**src/rtl/ds1124_pkg.sv**
```systemverilog
// ============================================================================
// Module  : ds1124_pkg
// Purpose : Types and constants shared by the delay-sweep controller.
//           Holds the controller state encoding, the delay code width and
//           the sweep direction type.
// Revision: 1.0  initial release
// ============================================================================
`default_nettype none

package ds1124_pkg;

  localparam int DELAY_W = 8;

  typedef enum logic [2:0] {
    S_IDLE    = 3'd0,
    S_WRITE   = 3'd1,
    S_WAIT_WR = 3'd2,
    S_READ    = 3'd3,
    S_WAIT_RD = 3'd4,
    S_DWELL   = 3'd5,
    S_DONE    = 3'd6
  } state_e;

  typedef enum logic {
    DIR_UP   = 1'b0,
    DIR_DOWN = 1'b1
  } dir_e;

endpackage

`default_nettype wire

```
**src/rtl/ds1124_sweep_ctrl.sv**
```systemverilog
// ============================================================================
// Module  : ds1124_sweep_ctrl
// Purpose : Steps an external delay driver through a range of delay codes.
//           Each point is written (optionally read back and compared), then
//           held for a dwell period before moving to the next code.
// Revision: 1.0  initial release
// ============================================================================
`default_nettype none

module ds1124_sweep_ctrl
  import ds1124_pkg::*;
#(
  parameter int TIMEOUT = 1024,
  parameter int DWELL_W = 16
) (
  input  logic               clk,
  input  logic               rst_n,
  input  logic               start,
  input  logic               abort,
  input  logic [DELAY_W-1:0] cfg_start,
  input  logic [DELAY_W-1:0] cfg_stop,
  input  logic [DELAY_W-1:0] cfg_step,
  input  logic [DWELL_W-1:0] cfg_dwell,
  input  logic               cfg_verify,
  output logic [DELAY_W-1:0] drv_delay_value,
  output logic               drv_en,
  input  logic               drv_ready,
  output logic               drv_read_delay,
  input  logic [DELAY_W-1:0] drv_current_delay,
  input  logic               drv_read_valid,
  output logic               busy,
  output logic               step_strobe,
  output logic [DELAY_W-1:0] cur_delay,
  output logic               done,
  output logic               error
);

  // Wait timer is wide enough to hold TIMEOUT-1; it saturates there.
  localparam int unsigned TMR_W = (TIMEOUT > 1) ? $clog2(TIMEOUT) : 1;
  localparam logic [TMR_W-1:0] TMR_LIM = TMR_W'(TIMEOUT - 1);

  state_e               state_q, state_d;
  logic [DELAY_W-1:0]   cur_q, cur_d;
  logic [DELAY_W-1:0]   stop_q, stop_d;
  logic [DELAY_W-1:0]   step_q, step_d;
  logic [DWELL_W-1:0]   dwell_q, dwell_d;
  logic                 verify_q, verify_d;
  dir_e                 dir_q, dir_d;
  logic                 error_q, error_d;
  logic                 abort_q, abort_d;
  logic [DWELL_W-1:0]   dwell_cnt_q, dwell_cnt_d;
  logic [TMR_W-1:0]     tmr_q, tmr_d;

  logic                 abort_pend;
  logic                 tmr_expired;
  logic                 dwell_last;
  logic [DELAY_W:0]     nxt;
  logic                 sweep_end;

  // An abort arriving this cycle counts the same as one recorded earlier.
  assign abort_pend  = abort_q | abort;
  assign tmr_expired = (tmr_q >= TMR_LIM);
  assign dwell_last  = (dwell_cnt_q >= (dwell_q - DWELL_W'(1)));

  // Next code at one extra bit so leaving 0..255 shows up as carry/borrow.
  always_comb begin
    nxt       = '0;
    sweep_end = 1'b0;
    if (dir_q == DIR_UP) begin
      nxt       = {1'b0, cur_q} + {1'b0, step_q};
      sweep_end = (nxt > {1'b0, stop_q});
    end else begin
      nxt       = {1'b0, cur_q} - {1'b0, step_q};
      sweep_end = nxt[DELAY_W] || (nxt[DELAY_W-1:0] < stop_q);
    end
  end

  // Next-state logic: sequencing of write, optional readback and dwell.
  always_comb begin
    state_d     = state_q;
    cur_d       = cur_q;
    stop_d      = stop_q;
    step_d      = step_q;
    dwell_d     = dwell_q;
    verify_d    = verify_q;
    dir_d       = dir_q;
    error_d     = error_q;
    abort_d     = (state_q == S_IDLE) ? 1'b0 : abort_pend;
    dwell_cnt_d = '0;

    case (state_q)
      S_IDLE: begin
        if (start && !abort) begin
          cur_d    = cfg_start;
          stop_d   = cfg_stop;
          step_d   = (cfg_step == '0) ? DELAY_W'(1) : cfg_step;
          dwell_d  = (cfg_dwell == '0) ? DWELL_W'(1) : cfg_dwell;
          verify_d = cfg_verify;
          dir_d    = (cfg_start <= cfg_stop) ? DIR_UP : DIR_DOWN;
          error_d  = 1'b0;
          state_d  = S_WRITE;
        end
      end
      S_WRITE: begin
        if (drv_ready) begin
          state_d = S_WAIT_WR;
        end else if (tmr_expired) begin
          error_d = 1'b1;
          state_d = S_DONE;
        end
      end
      S_WAIT_WR: begin
        // The driver may still show ready in the cycle right after the strobe.
        if ((tmr_q != '0) && drv_ready) begin
          if (abort_pend)    state_d = S_DONE;
          else if (verify_q) state_d = S_READ;
          else               state_d = S_DWELL;
        end else if (tmr_expired) begin
          error_d = 1'b1;
          state_d = S_DONE;
        end
      end
      S_READ: begin
        if (drv_ready) begin
          state_d = S_WAIT_RD;
        end else if (tmr_expired) begin
          error_d = 1'b1;
          state_d = S_DONE;
        end
      end
      S_WAIT_RD: begin
        if (drv_read_valid) begin
          if (drv_current_delay != cur_q) begin
            error_d = 1'b1;
            state_d = S_DONE;
          end else if (abort_pend) begin
            state_d = S_DONE;
          end else begin
            state_d = S_DWELL;
          end
        end else if (tmr_expired) begin
          error_d = 1'b1;
          state_d = S_DONE;
        end
      end
      S_DWELL: begin
        dwell_cnt_d = dwell_cnt_q + DWELL_W'(1);
        if (abort_pend) begin
          state_d = S_DONE;
        end else if (dwell_last) begin
          if (sweep_end) begin
            state_d = S_DONE;
          end else begin
            cur_d   = nxt[DELAY_W-1:0];
            state_d = S_WRITE;
          end
        end
      end
      S_DONE: begin
        state_d = S_IDLE;
      end
      default: begin
        state_d = S_IDLE;
      end
    endcase

    // Timer restarts on every state change and saturates at its limit.
    if (state_d != state_q) tmr_d = '0;
    else if (tmr_expired)   tmr_d = tmr_q;
    else                    tmr_d = tmr_q + TMR_W'(1);
  end

  // State, latched configuration and counters.
  always_ff @(posedge clk or negedge rst_n) begin
    if (!rst_n) begin
      state_q     <= S_IDLE;
      cur_q       <= '0;
      stop_q      <= '0;
      step_q      <= '0;
      dwell_q     <= '0;
      verify_q    <= 1'b0;
      dir_q       <= DIR_UP;
      error_q     <= 1'b0;
      abort_q     <= 1'b0;
      dwell_cnt_q <= '0;
      tmr_q       <= '0;
    end else begin
      state_q     <= state_d;
      cur_q       <= cur_d;
      stop_q      <= stop_d;
      step_q      <= step_d;
      dwell_q     <= dwell_d;
      verify_q    <= verify_d;
      dir_q       <= dir_d;
      error_q     <= error_d;
      abort_q     <= abort_d;
      dwell_cnt_q <= dwell_cnt_d;
      tmr_q       <= tmr_d;
    end
  end

  // Strobes decode straight from state so reset removes them at once.
  assign drv_en          = (state_q == S_WRITE) && drv_ready;
  assign drv_read_delay  = (state_q == S_READ) && drv_ready;
  assign drv_delay_value = cur_q;
  assign cur_delay       = cur_q;
  assign busy            = (state_q != S_IDLE);
  assign done            = (state_q == S_DONE);
  assign step_strobe     = (state_q == S_DWELL) && (dwell_cnt_q == '0);
  assign error           = error_q;

endmodule

`default_nettype wire

```
**config.mk**
```make
export PLATFORM = sky130hd
export DESIGN_NAME = ds1124_sweep_ctrl
export DESIGN_NICKNAME = d
export VERILOG_FILES = /design/src/rtl/ds1124_pkg.sv /design/src/rtl/ds1124_sweep_ctrl.sv
export SDC_FILE = /design/constraint.sdc
export NUM_CORES = 1
export LEC_CHECK = 0
export ABC_AREA = 0
export CORE_ASPECT_RATIO = 0.5
export CORE_MARGIN = 3
export CORE_UTILIZATION = 56
export CTS_BUF_LIST = sky130_fd_sc_hd__clkbuf_16
export CTS_CLUSTER_DIAMETER = 50
export DETAILED_ROUTE_END_ITERATION = 16
export PLACE_DENSITY = 0.86
export SYNTH_ARGS = -nofsm -noshare
export SYNTH_HDL_FRONTEND = slang
export SYNTH_SLANG_ARGS = --single-unit
```
**constraint.sdc**
```tcl
create_clock -name clk -period 4.5 [get_ports clk]
set_clock_uncertainty 0.15 [all_clocks]
set_input_delay 0.675 -clock clk [delete_from_list [all_inputs] [get_ports clk]]
set_output_delay 0.675 -clock clk [all_outputs]
set_load 0.01 [all_outputs]
```
== Word-level counts from Yosys, hierarchy flattened ==
Index checks and enable logic that the tools add are counted.
Word-level totals
  flip-flop bits (word level): 73
  output and inout port bits: 22
  word-level logic and storage cells: 92
Cells by class
  $add $sub $neg: 5
  order comparisons: 5
  equality and inequality tests: 16
  mux-type cells: 35
  bitwise gates (word level): 1
  reductions and logical operators: 19
Operators by type and width (count)
  two-way mux 8 bit: 6
  two-way mux 3 bit: 11
  zero test 16 bit: 2
  two-way mux 16 bit: 2
  two-way mux 10 bit: 2
  case mux 3 bit (6 select lines): 1
  adder 16 x 1 -> 16 bit (second input constant): 1
  >= comparator 16 bit: 1
  case mux 8 bit (2 select lines): 1
  subtractor 16 x 1 -> 16 bit (second input constant): 1
  adder 10 x 1 -> 10 bit (second input constant): 1
  >= comparator 10 bit (second input constant): 1
  inequality test 2 bit (second input constant): 5
  AND reduction 5 bit: 2
  nonzero test 10 bit: 1
  adder 8 x 8 -> 9 bit: 1
  == test 3 bit (second input constant): 3
  greater-than comparator 9 x 8 -> 1 bit: 1
  two-way mux 1 bit: 9
  subtractor 8 x 8 -> 9 bit: 1
  less-or-equal comparator 8 bit: 1
  zero test 8 bit: 1
  < comparator 8 bit: 1
  inequality test 8 bit: 1
  17 further kinds: 24

== Depth between registers and ports, before layout ==
Gate-level depths: netlist of run 1.
  depth after elaboration: 10
  mapped depth: 18

== Worst setup path after synthesis of run 1 ==
OpenSTA, ideal clock, no wires.
  path type: reg2reg
  start: reg cur_q[1], in the netlist cur_delay[1]
  end: reg cur_q[3], in the netlist cur_delay[3]
  arrival time: 3.347 ns
  setup slack: 0.878 ns
  cell stages (with the launch flop): 16
  buffers on the path: 1
  cell sequence: dfrtp_1 > ha_1 > nand2b_1 > a21oi_1 > nor2_1 > o41a_1 > xor2_1 > ha_1 > inv_1 > or3_1 > o221ai_1 > o311ai_2 > nand2_1 > a31o_2 > buf_6 > mux2_2
On the way
  cells in the longest elaborated chain, start to end: 6
  elaborated cells between the ends (all ways): 13
  those cells by class: 2 x add/sub; 2 x order compare; 1 x eq/ne; 6 x mux; 2 x reduce/logical
RTL lines
  start: declaration: RTL line ds1124_sweep_ctrl.sv:43  | logic [DELAY_W-1:0] cur_q, cur_d;
  start signal: assignment: RTL line ds1124_sweep_ctrl.sv:189  | cur_q <= cur_d;
  subtractor 8 x 8 -> 9 bit / adder 8 x 8 -> 9 bit (equally long branches): RTL line ds1124_sweep_ctrl.sv:73, ds1124_sweep_ctrl.sv:70
  < comparator 8 bit / two-way mux 8 bit (equally long branches): RTL line ds1124_sweep_ctrl.sv:74, ds1124_sweep_ctrl.sv:69
  logical OR 1 bit / two-way mux 8 bit (equally long branches): RTL line ds1124_sweep_ctrl.sv:74, ds1124_sweep_ctrl.sv:151
  two-way mux 1 bit / two-way mux 8 bit (equally long branches): RTL line ds1124_sweep_ctrl.sv:69, ds1124_sweep_ctrl.sv:150
  inequality test 2 bit (no source line) / two-way mux 8 bit (equally long branches)
  AND reduction 5 bit (no source line) / case mux 8 bit (2 select lines) (equally long branches)
Several ways; a longest one is shown, not always the timed one. The select of a mux whose other input is x is not followed.
A chain may end at the register's enable or synchronous reset.

== Worst setup path in the final report of run 1 ==
  start: reg cur_q[2], in the netlist cur_delay[2]
  end: reg cur_q[6], in the netlist cur_delay[6]
The elaborated chain is that of the path after synthesis.

==> metrics.txt, run 1 <==
status=finished clean; DRT antenna net count=0; Final Instance Count excl. Fillers=832; post-synthesis adder-cell area fraction=14.5%; WS Path Type=reg2reg; GRT met1 Usage=33.0%; Util after Layout=72.7%; IO Port Bufs=76; wire per inst=16.3 µm; grt peak-use layer=met2; met3 usage=5.11%; Hold Crit Class=reg2reg; Finish-stage setup viols=0; Max Freq=250 MHz; critical path data required time=4570 ps; fraction of layout cells with a size suffix above 1=5.98%; critical path endpoint category=flip-flop; register area share after synthesis=33.4%; Pre-Repair DR Iteration Count=5; antenna violations before repair=0; CTS clock-pin slew for the worst setup and hold paths=60 ps; vias in the first global route=4,727; met2 usage=43.9%; Sink Count=73; Via density=5.79; vias=4,816; Max clock buf depth=2; largest family of logic cells by synthesized area=simple AND/OR/NAND/NOR gates; global-route wire length before repair=22,600 µm; Hold Buf Count CTS=0; cell taking the most area after synthesis=dfrtp_1; P per Cell Area=726 nW/µm²; yosys synthesis warning count=0; DIE AREA=11,100 µm²; relative slew slack=30.0%; final slew viol count=0; Mean Syn Cell Area=8.68 µm²; post-synthesis mux area share=2.13%; Global Route Usage Sum=25.2%; RePlAce Congestion=0.896; Post-Synth XOR/XNOR Area=8.49%; placed cell count=816; count of flip-flops with a built-in enable after synthesis=0; post-synthesis cell area=5470 µm²; largest cells by area after synthesis=dfrtp_1 33%, ha_1 14%, nand2_1 6.5%; H-tree depth=3; fin crit share=89.0%; area grow syn2layout=21.0%; residual DRC count=0; Tmin final=4010 ps; final hold vios=0; die width=146 µm; total wire length=13,500 µm; area share of the largest cell type after synthesis=33.4%; post-CTS resize count=0; clock latency on the worst-skew pair=340 ps; peak supply drop=0.350 mV; nets@finish=814; Worst Max-Slew Pin Slew=1050 ps; register bit total from synthesis=73; io pins=77; largest net degree at the start of global routing=46; initial drt markers=299; Gate Count Post-Synth=630; CTS tree=built; worst-path maximum fanout=12; cell with the most instances after synthesis=nand2_1; Fin Setup TNS=0 ps; max-capacitance violation count=0; Top FF cell, synth=dfrtp_1; Root Buffer=clkbuf_16; Num CTS Buffers=9; core region area=9100 µm²; die extent in y=75.9 µm; Initial Utilization=60.1%; Pleak=2.95 nW; GR Overflow Total=0; share of synthesized flip-flops with an asynchronous set or reset=100%; RSZ-0062 raised after global routing=false; post-synthesis simple-gate area fraction=21.7%; CP startpoint kind=flip-flop; HPWL after DPL=10,000 µm; synth cell count leaders=95 x nand2_1, 73 x dfrtp_1, 60 x ha_1, 57 x nor2_1, 41 x inv_1; syn_nets=747; Compound-Gate Fraction of Synth Area=14.5%; Crit path arrival time=4080 ps; row count=24; post-CTS repair timing setup buffer count=0; Distinct cells, synth=67; Ant. Diodes=0
## per-layer routing
metal,vias to the layer above,wire length [µm]
met5,-,0
met4,0,192
met3,19,691
met2,140,6430
met1,2331,6230
li1,2326,-
## critical path, cell delays in order (launching register included)
cell and delay, ps:
dfrtp_1 450, ha_1 420, nand2b_4 180, a221oi_2 250, nor2_1 70, o21bai_1 150
xnor2_1 120, ha_1 330, nand4_1 160, or3_1 390, o221ai_1 100, o311ai_2 170
nand2_1 180, a31o_2 370, mux2_2 390
## report_power, final
part	switching [mW]	internal [mW]
combinational	1.56	1.29
sequential	0.268	0.865
clock	0.284	0.538
total	2.11	2.69
## flip-flops by register name, summed over array words and instances (netlist names)
name	cells
dwell_cnt_q	16
dwell_q	16
tmr_q	10
cur_delay	8
step_q	8
stop_q	8
state_q	3
abort_q	1
dir_q	1
error	1
verify_q	1
## logic make-up after synthesis
group,count (synthesis)
compound gates,116
buf+inv,66
fa+ha+maj,62
simple gates,249
xor+xnor,53
mux,11
flops,73
## cell type report
| class | count | area, µm² |
|---|---|---|
| timing repair buffer | 80 | 786 |
| clock buffer | 9 | 225 |
| sequential | 73 | 1830 |
| fill | 680 | 2480 |
| inverter | 42 | 158 |
| tap | 130 | 163 |
| clock inverter | 7 | 111 |
| multi-input combinational | 491 | 3350 |
## path summary, 6_finish.rpt
check	to	cells past startpoint	slack, ps	start
setup / recovery	cur_delay[6]	14	490	cur_delay[2]
hold / removal	stop_q[3]	2	340	stop_q[3]
setup reg to reg	cur_delay[6]	14	490	cur_delay[2]
hold reg to reg	stop_q[3]	2	340	stop_q[3]
max in group asynchronous	verify_q	2	2870	rst_n
min in group asynchronous	dwell_q[13]	1	370	rst_n
## cell usage in the layout, fill, tap and decap left out, types with 9 or more instances in the layout
cell,synthesis,final
clkbuf_16,0,9
o21ai_0,33,33
nand2b_1,10,10
a21oi_1,26,26
ha_1,60,60
xnor2_1,24,24
dfrtp_1,73,73
nand3_1,16,16
nor4_1,14,14
inv_1,41,43
nor3_1,16,16
xor2_1,29,29
clkdlybuf4s50_1,0,75
nor2_1,57,57
nand2_1,95,95
## metrics by stage
| step | worst slack [ps] | cell area, µm² | hold WS, ps | power (mW) |
|---|---|---|---|---|
| global route | 249 | 6620 | 361 | 5.18 |
| CTS | 516 | 6620 | 334 | 4.77 |
| detailed placement | 583 | 6280 | 325 | 3.88 |
| global placement | 730 | 6280 | 314 | 3.77 |
| floorplan | 878 | 5470 | 229 | 3.16 |
| finish | 494 | 6620 | 335 | 4.80 |
Note: power is estimated with default switching activity, not from simulation.
==> run 2: changes to the inputs <==
- CAP_MARGIN: unset -> 30
- SLEW_MARGIN: unset -> 10
==> run 2 against run 1 <==
Die area did not move. Via count increased by 0.12%. Design area hardly changed. Final cell count grew 0.12%. Critical endpoint unchanged.
==> metrics.txt, run 2 (synthesis results as in run 1) <==
status=finished clean; WS Path Type=reg2reg; Tmin final=4000 ps (-2.85 ps); worst-path maximum fanout=12 (unchanged); Hold Crit Class=in2async; Ant. Diodes=0 (unchanged); Max clock buf depth=2 (unchanged); critical path data required time=4570 ps (about the same); largest registers=dwell_cnt_q x16, dwell_q x16, tmr_q x10; Pleak=2.93 nW (-0.42%); Num CTS Buffers=9 (unchanged); global-route wire length before repair=22,500 µm (-0.49%); RePlAce Congestion=0.896 (unchanged); Sink Count=73 (unchanged); nets@finish=815 (+0.12%); max-capacitance violation count=0 (unchanged); Pint=2.62 mW (-2.5%); fin crit share=89.0% (about the same); share of power burned in registers=23.9% (+0.3 points); most used cell, CP=ha_1; relative slew slack=61.0% (+31 points); peak supply drop=0.355 mV (+1.4%); H-tree depth=3 (unchanged); Net Switching=2.10 mW (-0.39%); GR Overflow Total=0 (unchanged); commonest cells after routing, fill and taps aside=95 x nand2_1, 75 x clkdlybuf4s50_1, 73 x dfrtp_1; P per Cell Area=715 nW/µm² (-1.5%); Crit path arrival time=4070 ps (about the same); residual DRC count=0 (unchanged); final hold vios=0 (unchanged); Root Buffer=clkbuf_16; clock latency on the worst-skew pair=340 ps (about the same); die width=146 µm (unchanged); combinational share of power=60.0% (+0.7 points); Max Freq=250 MHz (about the same); Fin Setup TNS=0 ps (unchanged); vias in the first global route=4,729 (+0.042%); RSZ-0062 raised after global routing=false; die extent in y=75.9 µm (unchanged); fraction of layout cells with a size suffix above 1=6.12% (+0.13 points); Via density=5.79 (about the same); total wire length=13,500 µm (-0.51%); row count=24 (unchanged); slowest stage delay, CP=440 ps (about the same); vias=4,822 (+0.12%); largest net degree at the start of global routing=37 (-20%); area grow syn2layout=20.9% (about the same); HPWL after DPL=9990 µm (about the same); CTS tree=built; Global Route Usage Sum=25.1% (-0.12 points); Util after Layout=72.7% (about the same); initial drt markers=272 (-9.0%); crit path max-delay cell type=dfrtp_1; DIE AREA=11,100 µm² (unchanged); Hold Buf Count CTS=0 (unchanged); Worst Max-Slew Pin Slew=580 ps (-470 ps); critical path endpoint category=flip-flop; commonest non-fill, non-tap cell in the layout=nand2_1; DRT antenna net count=0 (unchanged); final slew viol count=0 (unchanged); wire per inst=16.2 µm (-0.63%); core region area=9100 µm² (unchanged); IO Port Bufs=76 (unchanged); Pre-Repair DR Iteration Count=5 (unchanged); io pins=77 (unchanged); CTS clock-pin slew for the worst setup and hold paths=60 ps (about the same); post-CTS repair timing setup buffer count=0 (unchanged); Finish-stage setup viols=0 (unchanged); post-CTS resize count=0 (unchanged); Clk pwr share=16.1% (-1.0 points); antenna violations before repair=0 (unchanged); crit-path cells=ha_1 > nand2b_1 > a21oi_1 > o21bai_1 > o41a_1 > xor2_1 > ha_1 > inv_1 > or3_1 > o221ai_1 > o311ai_2 > nand2_1 > a31o_2 > mux2_2; Initial Utilization=60.1% (unchanged); switching share of power=44.5% (+0.53 points); CP startpoint kind=flip-flop
## run 2: changes by cell type in the layout (fill, tap and decap cells not counted)
| cell | delta |
|---|---|
| clkinv_2 | +1 |
| bufinv_16 | -1 |
| buf_12 | +1 |
| clkinv_1 | +2 |
| clkinv_4 | -1 |
| inv_1 | -2 |
| clkinvlp_4 | +1 |
## run 2: critical path, delay by kind of cell (launching register included)
family	cells	cell delay, ps
DFF	1	440
AOI/OAI and AO/OA	6	1370
xor gates and xnor gates	1	250
and+or+nand+nor	3	620
adders and majority gates	2	620
buffers and inverters	1	40
muxes	1	380
## run 2: layer usage
| metal | share of wire (%) | track usage, % | vias to the layer above | wire length (µm) |
|---|---|---|---|---|
| li1 | - | - | 2337 | - |
| met1 | 45 | 32.6 | 2319 | 6110 |
| met2 | 47 | 43.5 | 144 | 6350 |
| met3 | 5.7 | 4.99 | 22 | 771 |
| met4 | 1.9 | 8.20 | 0 | 250 |
| met5 | 0 | 0 | - | 0 |
## run 2: cell type report
type | count | area [µm²]
clock buffers | 9 | 225
clock inverters | 7 | 85.1
fillers | 660 | 2490
inverters | 42 | 158
multi-input cells | 491 | 3350
flip-flops and latches | 73 | 1830
well taps | 130 | 163
repair buffers | 81 | 806
## run 2: power groups by stage
stage	logic (mW)	clock network, mW	registers [mW]
3_5_place_dp	2.74	0	1.13
5_1_grt	3.14	0.793	1.17
4_1_cts	2.80	0.768	1.13
2_1_floorplan	2.08	0	1.07
6_report	2.83	0.761	1.13
3_3_place_gp	2.64	0	1.13
## run 2: final timing paths
kind                         startpoint      endpoint  slack, ps  depth (start not counted)
min reg2reg                   stop_q[4]     stop_q[4]        330                          2
max                        cur_delay[5]  cur_delay[6]        500                         14
min                               rst_n   dwell_q[11]         50                          1
max in group asynchronous         rst_n      verify_q       3500                          2
max reg2reg                cur_delay[5]  cur_delay[6]        500                         14
min in group clk              stop_q[4]     stop_q[4]        330                          2
## run 2: through the flow
stage	area (µm²)	hold slack (ps)	setup WS [ps]	power (mW)	cells
2_1_floorplan	5470	229	878	3.16	630
3_5_place_dp	6300	323	592	3.88	817
5_1_grt	6610	59.6	280	5.10	833
4_1_cts	6610	48.0	556	4.69	833
3_3_place_gp	6280	314	730	3.77	816
6_report	6610	51.7	497	4.73	833
==> run 3: changes to the inputs <==
- CORE_MARGIN: 3 -> unset
- CORE_UTILIZATION: 56 -> 60
- DONT_BUFFER_PORTS: unset -> 1
- PLACE_DENSITY: 0.86 -> 0.8
==> run 3 against run 2 <==
Clock power fell by 12%. First-iteration DRC count rose by 35%. Critical path type unchanged. Core utilization fell by 6.4 points. Largest power group unchanged. Worst hold slack improved by 13 ps.
==> metrics.txt, run 3 (synthesis results as in run 1) <==
Via density=6.02 (+4.0%); row count=24 (unchanged); DP Area=5510 µm² (-13%); cells on worst reg2reg path=16 (+2); Crit path arrival time=4110 ps (+40 ps); fin area=5810 µm² (-12%); Max Freq=248 MHz (-0.78%); clock latency on the worst-skew pair=350 ps (about the same); worst slack at placement=473 ps (-119 ps); CTS clock-pin slew for the worst setup and hold paths=60 ps (about the same); HPWL after DPL=9830 µm (-1.6%); final slew viol count=0 (unchanged); largest net degree at the start of global routing=74 (+100%); Hold Crit Class=in2async; P per Cell Area=758 nW/µm² (+6.0%); H-tree depth=3 (unchanged); Register-to-Register Setup Slack=470 ps (-30 ps); Ant. Diodes=0 (unchanged); Pleak=2.63 nW (-10%); Max clock buf depth=2 (unchanged); Design Power=4.40 mW (-6.9%); RePlAce Congestion=0.905 (+0.97%); crit-path cells=inv_1 > ha_1 > inv_1 > fa_1 > a211oi_2 > o21bai_1 > a21oi_1 > xnor2_1 > ha_1 > nand2_1 > nor3_1 > a21oi_1 > a211o_1 > nand2_1 > a31o_2 > mux2_2; core region area=8770 µm² (-3.6%); Num CTS Buffers=9 (unchanged); fin crit share=89.6% (+0.70 points); commonest cells after routing, fill and taps aside=95 x nand2_1, 73 x dfrtp_1, 60 x ha_1; critical path data required time=4580 ps (about the same); Finish-stage setup viols=0 (unchanged); worst r2r src=cur_delay[0]; global-route wire length before repair=21,500 µm (-4.1%); placed cell count=727 (-11%); peak supply drop=0.499 mV (+40%); GR Overflow Total=0 (unchanged); WS Path Type=reg2reg; initial drt markers=367 (+35%); die width=137 µm (-6.0%); Fin Setup TNS=0 ps (unchanged); vias=4,481 (-7.1%); relative slew slack=46.0% (-15 points); residual DRC count=0 (unchanged); antenna violations before repair=0 (unchanged); RSZ-0062 raised after global routing=false; Pre-Repair DR Iteration Count=5 (unchanged); commonest non-fill, non-tap cell in the layout=nand2_1; Initial Utilization=62.4% (+2.3 points); DRT antenna net count=0 (unchanged); max-capacitance violation count=0 (unchanged); nets@finish=739 (-9.3%); Reg-to-Reg End=cur_delay[1]; io pins=77 (unchanged); CTS tree=built; Sink Count=73 (unchanged); die extent in y=69.5 µm (-8.4%); Util after Layout=66.2% (-6.4 points); Final Instance Count excl. Fillers=744 (-11%); fraction of layout cells with a size suffix above 1=6.86% (+0.74 points); total wire length=13,100 µm (-3.0%); post-route setup slack=466 ps (-31.3 ps); slowest stage delay, CP=480 ps (+40 ps); critical path endpoint category=flip-flop; DIE AREA=9520 µm² (-14%); Root Buffer=clkbuf_16; worst-path maximum fanout=12 (unchanged); largest registers=dwell_cnt_q x16, dwell_q x16, tmr_q x10; worst hold margin=64.3 ps (+12.6 ps); final hold vios=0 (unchanged); Worst Max-Slew Pin Slew=803 ps (+223 ps); IO Port Bufs=0 (-100%); vias in the first global route=4,311 (-8.8%); wire per inst=17.6 µm (+8.6%); area grow syn2layout=6.18%; Tmin final=4030 ps (+31.3 ps); CP startpoint kind=flip-flop; status=finished clean; Global Route Usage Sum=29.8% (+4.7 points); crit path max-delay cell type=dfrtp_1
-- run 3: worst max-delay path by stage --
stage	startpoint	to	slack, ps
5_1_grt	dwell_q[5]	tmr_q[9]	50
6_report	cur_delay[0]	cur_delay[1]	470
3_5_place_dp	cur_delay[0]	cur_delay[2]	470
2_1_floorplan	cur_delay[1]	cur_delay[3]	880
3_3_place_gp	cur_delay[0]	cur_delay[1]	580
4_1_cts	cur_delay[0]	cur_delay[1]	480
-- run 3: where the power goes --
part           internal (mW)  leakage [nW]  switching, mW
logic                   1.10          1.55           1.46
registers              0.864         0.941          0.307
clock network          0.372         0.137          0.297
total                   2.34          2.63           2.06
-- run 3: repair_timing --
item	CTS	global route
hold endpoints to repair	73	0
buffers inserted	0	0
gates resized for setup	0	0
hold buffers	1	0
-- run 3: routing by layer --
layer  track usage, %  share of wire [%]
met3             9.06                7.6
met1             42.3                 48
met5                0                  0
met4             9.65                1.9
met2             43.2                 43
-- run 3: final cells by class --
type / count / area (µm²)
Inverter: 42 / 158
Fill cell: 748 / 2960
Timing Repair Buffer: 5 / 57.6
Tap cell: 117 / 146
Multi-Input combinational cell: 491 / 3350
Clock inverter: 7 / 45.0
Sequential cell: 73 / 1830
Clock buffer: 9 / 225
-- run 3: critical path: cells and delay by family (launching register included) --
kind,cells,cell delay [ps]
fa+ha+maj,3,880
compound gates,6,1370
simple gates,3,370
buf+inv,2,170
mux,1,370
flops,1,480
xor+xnor,1,120
